--- src/rtl/neighbor_edge_gen.sv ---
// rtl/neighbor_edge_gen.sv - scans a 5x5 pixel->node window and emits one edge per recent neighbour node
// The new event is written into the table at its centre pixel only after every neighbour read.
module neighbor_edge_gen #(
  parameter int NUM_NB    = 25,
  parameter int NUM_PIX   = 12000,
  parameter int IDX_W     = $clog2(NUM_PIX) + 2,
  parameter int NODE_W    = 14,
  parameter int TS_W      = 16,
  parameter int TS_WINDOW = 1000,
  parameter int ADDR_W    = $clog2(NUM_PIX),
  parameter int ENT_W     = 1 + NODE_W + TS_W
) (
  input  logic                    clk,
  input  logic                    rst,
  input  logic                    in_valid,
  output logic                    in_ready,
  input  logic [NODE_W-1:0]       in_node_id,
  input  logic [TS_W-1:0]         in_ts,
  input  logic signed [IDX_W-1:0] in_nb [NUM_NB],
  output logic                    tbl_rd_en,
  output logic [ADDR_W-1:0]       tbl_rd_addr,
  input  logic [ENT_W-1:0]        tbl_rd_data,
  output logic                    tbl_wr_en,
  output logic [ADDR_W-1:0]       tbl_wr_addr,
  output logic [ENT_W-1:0]        tbl_wr_data,
  output logic                    edge_valid,
  input  logic                    edge_ready,
  output logic [NODE_W-1:0]       edge_src,
  output logic [NODE_W-1:0]       edge_dst,
  output logic                    done,
  output logic [4:0]              edge_cnt
);

  localparam int K_W    = $clog2(NUM_NB);
  localparam int CENTRE = (NUM_NB - 1) / 2;
  localparam logic [IDX_W-1:0] NUM_PIX_U = IDX_W'(NUM_PIX);
  localparam logic [TS_W-1:0]  WINDOW_U  = TS_W'(TS_WINDOW);
  localparam logic [K_W-1:0]   K_LAST    = K_W'(NUM_NB - 1);

  localparam logic [2:0] S_IDLE = 3'd0;
  localparam logic [2:0] S_RD   = 3'd1;
  localparam logic [2:0] S_CMP  = 3'd2;
  localparam logic [2:0] S_EMIT = 3'd3;
  localparam logic [2:0] S_WR   = 3'd4;

  logic [2:0]              state_q, state_d;
  logic [K_W-1:0]          k_q, k_d;
  logic [4:0]              cnt_q, cnt_d;
  logic [NODE_W-1:0]       id_q;
  logic [TS_W-1:0]         ts_q;
  logic signed [IDX_W-1:0] nb_q [NUM_NB];
  logic [NODE_W-1:0]       src_q, src_d;
  logic [NODE_W-1:0]       dst_q, dst_d;

  logic signed [IDX_W-1:0] cur_nb;
  logic signed [IDX_W-1:0] ctr_nb;
  logic                    cur_ok, ctr_ok, last_k, hit;
  logic                    rd_vld;
  logic [NODE_W-1:0]       rd_node;
  logic [TS_W-1:0]         rd_ts, age;
  logic                    accept;

  function automatic logic idx_ok(input logic signed [IDX_W-1:0] v);
    return !v[IDX_W-1] && ($unsigned(v) < NUM_PIX_U);
  endfunction

  assign cur_nb  = nb_q[k_q];
  assign ctr_nb  = nb_q[CENTRE];
  assign cur_ok  = idx_ok(cur_nb);
  assign ctr_ok  = idx_ok(ctr_nb);
  assign last_k  = (k_q == K_LAST);
  assign accept  = (state_q == S_IDLE) && in_valid;

  assign rd_vld  = tbl_rd_data[ENT_W-1];
  assign rd_node = tbl_rd_data[NODE_W+TS_W-1:TS_W];
  assign rd_ts   = tbl_rd_data[TS_W-1:0];
  // Unsigned wrap subtraction keeps ages correct across timestamp rollover.
  assign age     = ts_q - rd_ts;
  assign hit     = rd_vld && (age <= WINDOW_U);

  always_comb begin
    state_d   = state_q;
    k_d       = k_q;
    cnt_d     = cnt_q;
    src_d     = src_q;
    dst_d     = dst_q;
    tbl_rd_en = 1'b0;
    case (state_q)
      S_IDLE: begin
        if (in_valid) begin
          state_d = S_RD;
          k_d     = '0;
          cnt_d   = '0;
        end
      end
      S_RD: begin
        if (cur_ok) begin
          tbl_rd_en = 1'b1;
          state_d   = S_CMP;
        end else if (last_k) begin
          state_d = S_WR;
        end else begin
          k_d = k_q + 1'b1;
        end
      end
      S_CMP: begin
        if (hit) begin
          src_d   = rd_node;
          dst_d   = id_q;
          cnt_d   = cnt_q + 5'd1;
          state_d = S_EMIT;
        end else if (last_k) begin
          state_d = S_WR;
        end else begin
          k_d     = k_q + 1'b1;
          state_d = S_RD;
        end
      end
      S_EMIT: begin
        if (edge_ready) begin
          if (last_k) begin
            state_d = S_WR;
          end else begin
            k_d     = k_q + 1'b1;
            state_d = S_RD;
          end
        end
      end
      S_WR:    state_d = S_IDLE;
      default: state_d = S_IDLE;
    endcase
  end

  always_ff @(posedge clk or posedge rst) begin
    if (rst) begin
      state_q <= S_IDLE;
      k_q     <= '0;
      cnt_q   <= '0;
      id_q    <= '0;
      ts_q    <= '0;
      src_q   <= '0;
      dst_q   <= '0;
      for (int i = 0; i < NUM_NB; i++) nb_q[i] <= '0;
    end else begin
      state_q <= state_d;
      k_q     <= k_d;
      cnt_q   <= cnt_d;
      src_q   <= src_d;
      dst_q   <= dst_d;
      if (accept) begin
        id_q <= in_node_id;
        ts_q <= in_ts;
        nb_q <= in_nb;
      end
    end
  end

  assign in_ready    = (state_q == S_IDLE);
  assign tbl_rd_addr = tbl_rd_en ? cur_nb[ADDR_W-1:0] : '0;
  assign edge_valid  = (state_q == S_EMIT);
  assign edge_src    = src_q;
  assign edge_dst    = dst_q;
  assign done        = (state_q == S_WR);
  assign edge_cnt    = done ? cnt_q : '0;
  // An out-of-range centre still completes the event but must not corrupt the table.
  assign tbl_wr_en   = done && ctr_ok;
  assign tbl_wr_addr = tbl_wr_en ? ctr_nb[ADDR_W-1:0] : '0;
  assign tbl_wr_data = tbl_wr_en ? {1'b1, id_q, ts_q} : '0;

endmodule
--- config.mk ---
export PLATFORM = sky130hd
export DESIGN_NAME = neighbor_edge_gen
export DESIGN_NICKNAME = d
export VERILOG_FILES = /design/src/rtl/neighbor_edge_gen.sv
export SDC_FILE = /design/constraint.sdc
export NUM_CORES = 1
export LEC_CHECK = 0
export ABC_CLOCK_PERIOD_IN_PS = 14200
export CAP_MARGIN = 20
export CORE_UTILIZATION = 45
export DETAILED_ROUTE_END_ITERATION = 10
export GPL_ROUTABILITY_DRIVEN = 0
export PLACE_DENSITY_LB_ADDON = 0.05
export SETUP_SLACK_MARGIN = 0.4
export SYNTH_ARGS = -nofsm -noshare
export SYNTH_HDL_FRONTEND = slang
export SYNTH_SLANG_ARGS = --single-unit
--- constraint.sdc ---
create_clock -name clk -period 14.2 [get_ports clk]
set_input_delay 2.13 -clock clk [delete_from_list [all_inputs] [get_ports clk]]
set_output_delay 2.13 -clock clk [all_outputs]
set_load 0.02 [all_outputs]
# --- Word level (Yosys, flattened, before mapping) ---
# Index checks and enable logic that the tools add are counted.
word_totals:
  regBits: 471
  inputBits: 465
  out_inout_bits: 97
  wordCells: 89
op_classes:
  add_sub_neg: 3
  order_cmp: 4
  eq_ne: 11
  n_mux: 24
  bitwise_logic: 1
  n_reduce_logical: 14
ops:
  columns: ["op", "count"]
  rows:
  - ["16-bit binary-select mux with 5-bit select", 1]
  - ["5-bit two-way mux", 7]
  - ["16-bit by 14-bit < comparator with 1-bit output, second input constant", 2]
  - ["16-bit two-way mux", 2]
  - ["31-bit two-way mux", 1]
  - ["14-bit two-way mux", 2]
  - ["5-bit case mux with 4 select lines", 1]
  - ["3-bit two-way mux", 6]
  - ["16-bit by 10-bit less-or-equal comparator with 1-bit output, second input constant", 1]
  - ["16-bit subtractor", 1]
  - ["3-bit case mux with 4 select lines", 1]
  - ["5-bit by 1-bit adder with 5-bit output, second input constant", 2]
  - ["5-bit case mux with 2 select lines", 1]
  - ["2-bit != test, second input constant", 4]
  - ["3-bit by 2-bit equality test with 1-bit output, second input constant", 2]
  - ["6-bit greater-or-equal comparator, second input constant", 1]
  - ["5-bit inverter with 6-bit output", 1]
  - ["3-bit AND reduction", 2]
  - ["5-bit equality test, second input constant", 1]
  - ["1-bit logical AND", 5]
  - ["5-bit AND reduction", 1]
  - ["4-bit nonzero test", 1]
  - ["3-bit by 1-bit equality test with 1-bit output, second input constant", 1]
  - ["3-bit equality test, second input constant", 1]
  - ["7 further kinds", 9]

# --- Depth between registers and ports, before layout ---
logic_depth:
  word_depth: 9
  mapped_depth: 15

# --- Worst setup path before layout ---
# OpenSTA, ideal clock, no wires.
synth_path:
  path_type: "register -> output"
  from: "register k_q[0]"
  to: "output port tbl_rd_addr[10]"
  t_arrival_ns: 2.926
  required_ns: 12.070
  path_slack_ns: 9.144
  stages_incl_launch_ff: 12
  n_path_buf: 3
  cell_sequence: "dfrtp_1 buf_6 buf_8 mux4_1 mux2_2 a32o_1 a21oi_2 o311ai_1 a31oi_2 nand3_1 clkbuf_1 nor2_1"
synth_between:
  elab_chain_len: 9
synth_lines:
  columns: ["element", "line_no", "source"]
  rows:
  - ["start: declaration", "47", "logic [K_W-1:0] k_q, k_d;"]
  - ["start signal: assignment", "146", "k_q <= k_d;"]
  - ["5-bit inverter with 6-bit output (not written as such) (*)", "67", "assign cur_nb = nb_q[k_q];"]
  - ["16-bit binary-select mux with 5-bit select (*)", "67", null]
  - ["16-bit two-way mux (not written as such) (*) (2 in series)", "67", null]
  - ["16-bit by 14-bit < comparator with 1-bit output / 1-bit zero test (equally long branches)", "64", "return !v[IDX_W-1] && ($unsigned(v) < NUM_PIX_U);"]
  - ["1-bit logical AND", "64", null]
  - ["1-bit two-way mux", "97", "if (cur_ok) begin"]
  - ["1-bit two-way mux", "88", "case (state_q)"]
  - ["14-bit two-way mux (*)", "159", "assign tbl_rd_addr = tbl_rd_en ? cur_nb[ADDR_W-1:0] : '0;"]
  - ["end: declaration", "21", "output logic [ADDR_W-1:0] tbl_rd_addr,"]
# Every way passes the cells marked *; elsewhere a longest branch is shown, timed or not. The select of a mux whose other input is x is not followed.

# --- Worst setup path in the final report ---
layout_path:
  from: "register k_q[0]"
  to: "output port tbl_rd_addr[12]"
# Same word-level chain as after synthesis.

==> summary.txt <==
Timing
  – Worst-margin pin slew: 1.05 ns
  – # setup viols final: 0
  – Period utilisation layout: 58.4%
  – Setup repair after global routing missed its margin: false
  – Worst Clk Skew: 0.0207 ns
  – Relative slew margins: 30.2%
  – Final hold slack: 0.471 ns
  – Fmax: 121 MHz
  – Fin worst setup slack: 5.90 ns
  – Final hold vios: 0
  – Slew Viols, Final: 0
  – Setup TNS: 0 ns
  – Fin crit period: 8.30 ns

Layout
  – Layout area overhead: 35.1%
  – FILL cells: 4,264
  – Share of the core filled with cells: 61.6%
  – Layout Cells excl Fill: 3,661
  – Layout Nets: 3,436
  – Final instance area: 0.0302 mm^2
  – Layout cells sized above 1: 7.29%

Global routing
  – GRT Total Usage: 31.7%
  – First-pass GRT wire length: 119,000 um
  – Largest net degree at the start of global routing: 231
  – Initial antenna violation count: 13
  – Overflow after GRT: 0
  – Vias in the first global route: 19,500

Setup path
  – CP Capture Point: tbl_rd_addr[12]
  – WP data required: 12.07 ns
  – Largest stage delay on the critical path: 0.74 ns
  – Most frequent cell on the critical path: nor2_1
  – WP data arrival: 6.17 ns
  – CP endpoint kind: output pin
  – Reg2Reg Depth: 10
  – Slowest CP cell: nand3_1
  – Critical Path Source: k_q[0]
  – RR Startpoint: k_q[0]
  – Crit-path max FO: 55
  – Crit Reg-Reg Endpoint: state_q[1]
  – Crit-path cells: buf_16 -> buf_4 -> mux4_2 -> nor2_1 -> nor2_1 -> o311ai_0 -> o311ai_1 -> a31oi_2 -> nand3_1 -> nor2_1 -> clkdlybuf4s50_1
  – Critical Path Source Type: register
  – Reg-to-reg slack, setup: 9.45 ns
  – Critical path class: register to output pin

Drt
  – WL per Instance: 21.8 um
  – DRC violations left: 0
  – Antenna Nets Post-Route: 0
  – Initial drt markers: 1,784
  – Vias per cell: 5.30
  – Routed WL: 79,700 um
  – Initial DRT Pass Iterations: 7
  – Via count: 19,400

Synth
  – Syn Area/Cell: 9.07 um^2
  – Asr flop ratio synth: 100%
  – Register area share after synthesis: 52.8%
  – Largest area contributor in the synthesized netlist: dfrtp_1
  – Share of Yosys cell area claimed by the top area cell type: 52.8%
  – Synth Net Count: 2,945
  – Cell variety after synth: 74
  – Top post-synthesis cells by area: dfrtp_1 53%, nand2_1 22%, mux4_2 6.5%, clkbuf_1 1.8%, mux2i_1 1.8%
  – Cell with the most instances after synthesis: nand2_1
  – Synth cell count leaders: 1,327 x nand2_1, 471 x dfrtp_1, 109 x clkbuf_1
  – Synth Register Bits: 471
  – Post-synth top flop: dfrtp_1
  – Yosys Warn Count: 0
  – EDFF count, synth: 0
  – Post-Synthesis Cells: 2,462
  – Synth Cell Area: 0.0223 mm^2

Clock network
  – CTS Root Cell: clkbuf_16
  – Cts repair resizes: 0
  – Clk slew on worst S/H paths: 0.07 ns
  – CTS H-tree depth: 2
  – CTS Hold Bufs: 0
  – Clk_lat worst skew: 0.59 ns
  – Max Root-Sink Buffers: 3
  – # Post-CTS Setup Buffers: 0
  – Clock sinks: 471
  – CTS tree: done
  – CTS buffer count: 51

Placed design
  – Hpwl dp: 59,200 um
  – Port Buffers: 561
  – DP Worst Slack: 6.25 ns
  – Placed Cells: 3,561
  – Dpl cell area: 0.0283 mm^2

Die
  – Die X: 225 um
  – Initial Util: 45.6%
  – Die height: 225 um
  – IO Pins: 562
  – Core region area: 0.0490 mm^2
  – Full die area: 0.0505 mm^2
  – # rows: 81

Worst hold path
  – Hold Crit Class: register to register

Flow run
  – MaxCap Viol Count: 0

Power and ir drop
  – Pwr dens: 208 mW/mm^2
  – Leak: 14.7 nW
  – Worst VDD drop: 0.110 mV
  – Total power: 6.27 mW

Run status
  – Status: completed
-- worst max-delay path, delay by kind of cell (launching register included) --
family / cells / cell delay, ns
AOI/OAI and AO/OA: 3 / 1.32
buffers and inverters: 3 / 1.56
and+or+nand+nor: 4 / 1.47
DFF: 1 / 0.57
muxes: 1 / 0.59
-- state kept, by name, indices dropped and copies added, names as in the netlist --
register and count:
cnt_q 5, ctr_nb 16, edge_dst 14, edge_src 14, id_q 14, k_q 5
nb_q 384, state_q 3, ts_q 16
-- layout by cell type, fill, tap and decap left out, types with 7 or more instances in the layout --
cell type           n
mux4_2             64
nor2_1             48
mux2i_1            40
and2_1             47
ha_1               18
nand3_1            19
o22ai_1             9
o31ai_1             7
inv_1              24
mux4_1             12
diode_2             8
xnor2_1             9
a21oi_1            19
o211ai_1            9
nor3_1             19
clkdlybuf4s50_1   561
mux2_2             35
o21ai_0            26
clkbuf_1           13
nand2_1          1326
clkbuf_16          53
dfrtp_1           468
clkbuf_8           12
nand2b_1            8
and3_1              9
buf_4              18
-- power by group --
| group | total [mW] | switching [mW] | internal (mW) | leakage (nW) |
|---|---|---|---|---|
| combinational | 2.48 | 1.42 | 1.06 | 7.86 |
| clock | 1.39 | 0.543 | 0.851 | 0.861 |
| sequential | 2.40 | 0.462 | 1.94 | 5.93 |
-- cell families (layout without fill, tap and decap cells) --
logic type	after synthesis	count (layout)	share of synthesized area (%)
adders and majority gates	18	18	1.01
AOI/OAI and AO/OA	127	127	4.01
buffers and inverters	174	701	3.46
and+or+nand+nor	1510	1510	26.9
muxes	151	151	11.4
other	0	8	0
xor gates and xnor gates	11	11	0.432
DFF	471	471	52.8
-- area by class of cell --
| class | instances | area [um^2] | share of cell area [%] |
|---|---|---|---|
| clock buffers | 78 | 1540 | 5.11 |
| diodes | 8 | 20.0 | 0.0664 |
| flip-flops and latches | 471 | 11800 | 39.1 |
| repair buffers | 585 | 5880 | 19.5 |
| inverters | 27 | 105 | 0.348 |
| clock inverters | 11 | 211 | 0.701 |
| multi-input cells | 1817 | 9790 | 32.4 |
| well taps | 664 | 831 | 2.75 |
-- how the worst min path moves through the flow --
| stage | startpoint | endpoint | slack [ns] | depth (start not counted) |
|---|---|---|---|---|
| floorplan | nb_q[117] | nb_q[117] | 0.44 | 2 |
| global placement | nb_q[323] | nb_q[323] | 0.45 | 2 |
| detailed placement | nb_q[325] | nb_q[325] | 0.46 | 2 |
| CTS | nb_q[325] | nb_q[325] | 0.47 | 2 |
| global route | nb_q[147] | nb_q[147] | 0.49 | 2 |
| finish | nb_q[296] | nb_q[296] | 0.47 | 2 |
-- metal layers --
metal	up-vias	global-route usage [%]	share of wire [%]
li1	8948	-	-
met1	9527	42.3	42
met2	767	50.3	47
met3	143	7.02	7.7
met4	12	12.6	3.6
met5	-	0	0.097
Power figures use the tool's default switching activity.
